[src/rtl/fft_stream_adapter.sv]
`timescale 1ns/1ps
// Purpose : streaming front/back end for the 16-point FFT core (serial in -> parallel core -> serial out).
// Latency : 16th input handshake at T -> fft_start at T+1; endop rising edge sampled at E -> out_valid at E+1.
// Backpressure: in_ready is high only while filling; out_valid holds its beat stable until out_ready.
//
// Ports:
//   clock, reset               single clock, async active-low reset
//   in_valid/in_ready/in_re/in_im     input sample stream
//   out_valid/out_ready/out_re/out_im/out_idx/out_last   output bin stream
//   fft_data_in, fft_start     packed frame and one-cycle start strobe to the core
//   fft_endop, fft_data_out    core done flag (rising edge) and packed result
//   timeout_err                sticky: a frame was abandoned waiting for endop
//   frames_done                count of fully drained frames, wraps
module fft_stream_adapter #(
    parameter int DW      = 16,
    parameter int NPTS    = 16,
    parameter int TIMEOUT = 4096
) (
    input  logic                   clock,
    input  logic                   reset,
    input  logic                   in_valid,
    output logic                   in_ready,
    input  logic [DW-1:0]          in_re,
    input  logic [DW-1:0]          in_im,
    output logic                   out_valid,
    input  logic                   out_ready,
    output logic [DW-1:0]          out_re,
    output logic [DW-1:0]          out_im,
    output logic [3:0]             out_idx,
    output logic                   out_last,
    output logic [2*DW*NPTS-1:0]   fft_data_in,
    output logic                   fft_start,
    input  logic                   fft_endop,
    input  logic [2*DW*NPTS-1:0]   fft_data_out,
    output logic                   timeout_err,
    output logic [15:0]            frames_done
);

    localparam int SW = 2 * DW;
    localparam int FW = SW * NPTS;
    localparam int TW = (TIMEOUT > 2) ? $clog2(TIMEOUT) : 1;

    localparam logic [3:0] LAST_IDX = 4'(NPTS - 1);
    localparam logic [TW-1:0] TMO_LAST = TW'(TIMEOUT - 1);

    localparam logic [1:0] S_FILL  = 2'd0;
    localparam logic [1:0] S_START = 2'd1;
    localparam logic [1:0] S_WAIT  = 2'd2;
    localparam logic [1:0] S_DRAIN = 2'd3;

    logic [1:0]    state;
    logic [3:0]    cnt;
    logic [TW-1:0] tcnt;
    logic          endop_q;
    logic [FW-1:0] out_buf;
    logic [SW-1:0] out_slot;

    logic in_hs;
    logic out_hs;
    logic endop_rise;
    logic timed_out;

    assign in_ready   = (state == S_FILL);
    assign in_hs      = in_valid && in_ready;
    assign out_hs     = out_valid && out_ready;
    // History resets to 1 so an endop already high at reset release is not an edge.
    assign endop_rise = fft_endop && !endop_q;
    assign timed_out  = (tcnt == TMO_LAST);

    // Output beat is a pure decode of the captured buffer, so it is stable while stalled.
    assign out_slot = out_buf[out_idx*SW +: SW];
    assign out_re   = out_slot[SW-1:DW];
    assign out_im   = out_slot[DW-1:0];
    assign out_last = out_valid && (out_idx == LAST_IDX);

    always_ff @(posedge clock or negedge reset) begin
        if (!reset) begin
            state       <= S_FILL;
            cnt         <= '0;
            tcnt        <= '0;
            endop_q     <= 1'b1;
            fft_data_in <= '0;
            out_buf     <= '0;
            fft_start   <= 1'b0;
            out_valid   <= 1'b0;
            out_idx     <= '0;
            timeout_err <= 1'b0;
            frames_done <= '0;
        end else begin
            endop_q   <= fft_endop;
            // Registered strobe: high exactly in the single START cycle.
            fft_start <= 1'b0;

            case (state)
                S_FILL: begin
                    if (in_hs) begin
                        fft_data_in[cnt*SW +: SW] <= {in_re, in_im};
                        if (cnt == LAST_IDX) begin
                            cnt       <= '0;
                            state     <= S_START;
                            fft_start <= 1'b1;
                        end else begin
                            cnt <= cnt + 4'd1;
                        end
                    end
                end

                S_START: begin
                    tcnt  <= '0;
                    state <= S_WAIT;
                end

                S_WAIT: begin
                    tcnt <= tcnt + 1'b1;
                    // Edge takes priority over a timeout landing in the same cycle.
                    if (endop_rise) begin
                        out_buf   <= fft_data_out;
                        out_valid <= 1'b1;
                        out_idx   <= '0;
                        state     <= S_DRAIN;
                    end else if (timed_out) begin
                        timeout_err <= 1'b1;
                        state       <= S_FILL;
                    end
                end

                S_DRAIN: begin
                    if (out_hs) begin
                        if (out_idx == LAST_IDX) begin
                            out_idx     <= '0;
                            out_valid   <= 1'b0;
                            frames_done <= frames_done + 16'd1;
                            state       <= S_FILL;
                        end else begin
                            out_idx <= out_idx + 4'd1;
                        end
                    end
                end

                default: state <= S_FILL;
            endcase
        end
    end

endmodule

[config.mk]
export PLATFORM = sky130hd
export DESIGN_NAME = fft_stream_adapter
export DESIGN_NICKNAME = d
export VERILOG_FILES = /design/src/rtl/fft_stream_adapter.sv
export SDC_FILE = /design/constraint.sdc
export NUM_CORES = 2
export LEC_CHECK = 0
export CAP_MARGIN = 40
export CORE_AREA = 3 3 434 436
export DETAILED_ROUTE_END_ITERATION = 8
export DIE_AREA = 0 0 437 439
export SETUP_SLACK_MARGIN = 0.3
export SYNTH_ARGS = -nofsm -noshare
export SYNTH_HDL_FRONTEND = slang
export SYNTH_SLANG_ARGS = --single-unit
[constraint.sdc]
create_clock -name clock -period 7.29 [get_ports clock]
set_input_delay 0.729 -clock clock [delete_from_list [all_inputs] [get_ports clock]]
set_output_delay 0.729 -clock clock [all_outputs]
set_load 0.005 [all_outputs]
==> reports/results.txt <==
Pre-Repair DR Iteration Count: 5
Synth Area in Adders: 0.243%
Reg2reg setup slack: 3.42 ns
Yosys top cell area share: 57.6%
Total of max-cap violations: 0
Grt met1 use: 18.4%
Leak Pwr: 28.8 nW
Routed wire length per instance: 25.1 um
Final hold vios: 0
GP Congestion: 0.805
Slew margin rel.: 21.0%
Yosys warnings: 0
Nets: 4694
Via-to-Cell Ratio: 4.46
Max Slew Vio Count: 0
Flop and latch count out of synthesis: 1066
Total die area: 192000 sq um
Share of flip-flops with an asynchronous set or reset: 100%
Most used routing layer: met2
Vert. Die Dim: 439 um
Antenna violations before repair: 76
Final clock period utilization by the worst path: 62.1%
Vias in the first global route: 31700
Status: complete, no violations
M3 GR Usage: 5.76%
Clock slew at reported path FFs: 0.06 ns
Synthesis-to-layout area growth: 39.8%
Post-CTS sizing: 0
Detailed Place HPWL: 127 mm
Via count: 30000
First-pass GRT wire length: 238 mm
Total congestion overflow: 0
CP endpoint kind: output pin
Distinct cell type count after synthesis: 57
GR Util met2: 31.7%
DRC: 0
Layout cells sized above 1: 31.2%
Final Setup Violations: 0
Root buffer cell: clkbuf_16
I/O pins: 1118
Cell taking the most area after synthesis: dfrtp_1
Peak supply drop: 0.244 mV
CTS HTree Levels: 4
Detailed-route wire length: 169 mm
Min-Delay Path Class: in -> reg
Synthesized area: 46300 sq um
Setup TNS: 0 ns
Final antenna-violating net count: 0
TritonCTS Buffers: 130
Worst path arrival time: 3.80 ns
Max clock buf depth: 3
Insertion delay of the later-clocked pin in the worst-skew pair: 0.77 ns
Hold-fix buffers, CTS: 1
Largest net degree at the start of global routing: 171
Number of port buffers: 1117
Worst Tran Pin Value: 1.19 ns
Min Tclk post-route: 4.53 ns
Synth Area in Compound Gates: 0.603%
FMAX: 0.221 GHz
Top cells by area, synth: dfrtp_1, mux2_2, mux4_2, mux2_1, mux2_4
Synth Area in Simple Gates: 5.15%
CTS tree: built
CTS sink cnt: 1066
Placeable Area: 185000 sq um
Crit path kind: reg -> out
Global Route Usage Sum: 17.1%
Worst-path fanout max: 82
# fillers: 18100
Final hold slack: 0.438 ns
WP data required: 6.56 ns
PwrDens: 365 nW/um^2
Post-synthesis sequential area ratio: 57.7%
RSZ-0062 raised after global routing: no
Setup crit start kind: register
Row cnt: 158
Mean post-synth cell area: 15.3 sq um
Post-synth EDFFs: 0
Mux contribution to synthesized area: 33.1%
Largest family of logic cells by synthesized area: multiplexers
Syn_nets: 3573
DRT iter0 DRCs: 1599
Post-synthesis cell count: 3015
Worst Clk Skew: 0.0240 ns
Post CTS Setup Buffer Count: 0
Synth Flop Type: dfrtp_1
Initial Util: 25.0%
Xor/xnor cell area share of the yosys netlist: 0.433%
Die Wd: 437 um
[report_power, final]
| group | switching (mW) | total, mW | internal, mW |
|---|---|---|---|
| combinational | 3.51 | 8.07 | 4.56 |
| sequential | 1.17 | 9.09 | 7.92 |
| clock | 2.64 | 6.44 | 3.80 |
| total | 7.33 | 23.6 | 16.3 |
[area by class of cell]
type                       instances  area, sq um  area share [%]
antenna                           23         57.6          0.0890
clock buffer                     189         3790            5.86
clock inverter                    38          442           0.683
inverter                          81          304           0.470
multi-input combinational       1679        18300            28.4
sequential                      1066        26700            41.3
tap                             2480         3100            4.80
timing repair buffer            1178        11900            18.4
[cell usage after synthesis (2+ instances only)]
| cell type | count |
|---|---|
| a21oi_1 | 6 |
| and2_1 | 114 |
| and3_1 | 79 |
| and4_1 | 2 |
| buf_1 | 7 |
| buf_2 | 54 |
| buf_4 | 4 |
| buf_6 | 25 |
| clkbuf_1 | 98 |
| dfrtp_1 | 1065 |
| ha_1 | 9 |
| inv_1 | 80 |
| mux2_1 | 99 |
| mux2_2 | 805 |
| mux2_4 | 60 |
| mux2i_1 | 64 |
| mux4_2 | 160 |
| nand2_1 | 91 |
| nand2b_1 | 3 |
| nand3_1 | 29 |
| nand3_2 | 6 |
| nand3_4 | 5 |
| nand3b_1 | 2 |
| nand4_1 | 8 |
| nor2_1 | 51 |
| nor2b_1 | 5 |
| nor3_1 | 13 |
| nor3_4 | 3 |
| nor4_1 | 4 |
| o21ai_0 | 14 |
| o22ai_1 | 3 |
| o41ai_1 | 2 |
| or3_1 | 2 |
| xnor2_1 | 15 |
| xor2_1 | 6 |
[flip-flops by register name, indices dropped and copies added, names as in the netlist]
signal	flops
cnt	4
endop_q	1
fft_data_in	512
fft_start	1
frames_done	16
out_buf	512
out_idx	4
out_valid	1
state	2
tcnt	12
timeout_err	1
[metal layers]
layer	share of wire, %	wire [um]	up-vias
met3	7.9	13300	268
met1	36	60600	15600
met5	0.20	344	-
li1	-	-	13100
met2	54	90400	1006
met4	2.5	4210	50
[through the flow]
step,instances,util (%),area (sq um),power [mW],setup WS (ns)
3_5_place_dp,6483,32.6,60400,17.5,3.30
5_1_grt,6718,34.9,64600,24.9,2.53
4_1_cts,6711,34.9,64600,24.0,2.57
3_3_place_gp,6471,32.5,60100,17.2,3.31
2_1_floorplan,3015,-,46300,13.4,4.15
6_report,6734,34.9,64700,23.6,2.76
[critical path: stages (launching register included)]
cell	delay, ns
dfrtp_4	0.60
buf_12	0.42
mux4_2	0.71
mux4_2	0.49
clkdlybuf4s50_1	0.52
[logic make-up (layout without fill, tap and decap cells)]
group	after synthesis	count (layout)
AOI/OAI and AO/OA	39	39
other	0	23
adders and majority gates	9	9
DFF	1066	1066
xor gates and xnor gates	22	22
buffers and inverters	270	1486
muxes	1188	1188
and+or+nand+nor	421	421
[placed cells by master, fill, tap and decap left out, types with 64 or more instances in the layout]
cell type,instances
and2_1,113
and3_1,79
clkbuf_16,132
clkdlybuf4s50_1,1116
dfrtp_1,1060
inv_1,80
mux2_1,99
mux2_2,805
mux2i_1,64
mux4_2,160
nand2_1,91
[worst paths after layout]
| path | startpoint | to | cells after the start |
|---|---|---|---|
| worst max-delay path | out_idx[0] | out_re[3] | 4 |
| worst min-delay path | fft_endop | endop_q | 1 |
| worst max register to register | cnt[0] | fft_data_in[94] | 8 |
| worst min register to register | timeout_err | timeout_err | 2 |
| max in group asynchronous | reset | out_buf[381] | 4 |
| min in group asynchronous | reset | fft_data_in[75] | 2 |
No activity file was read; power rests on OpenSTA's default activity.
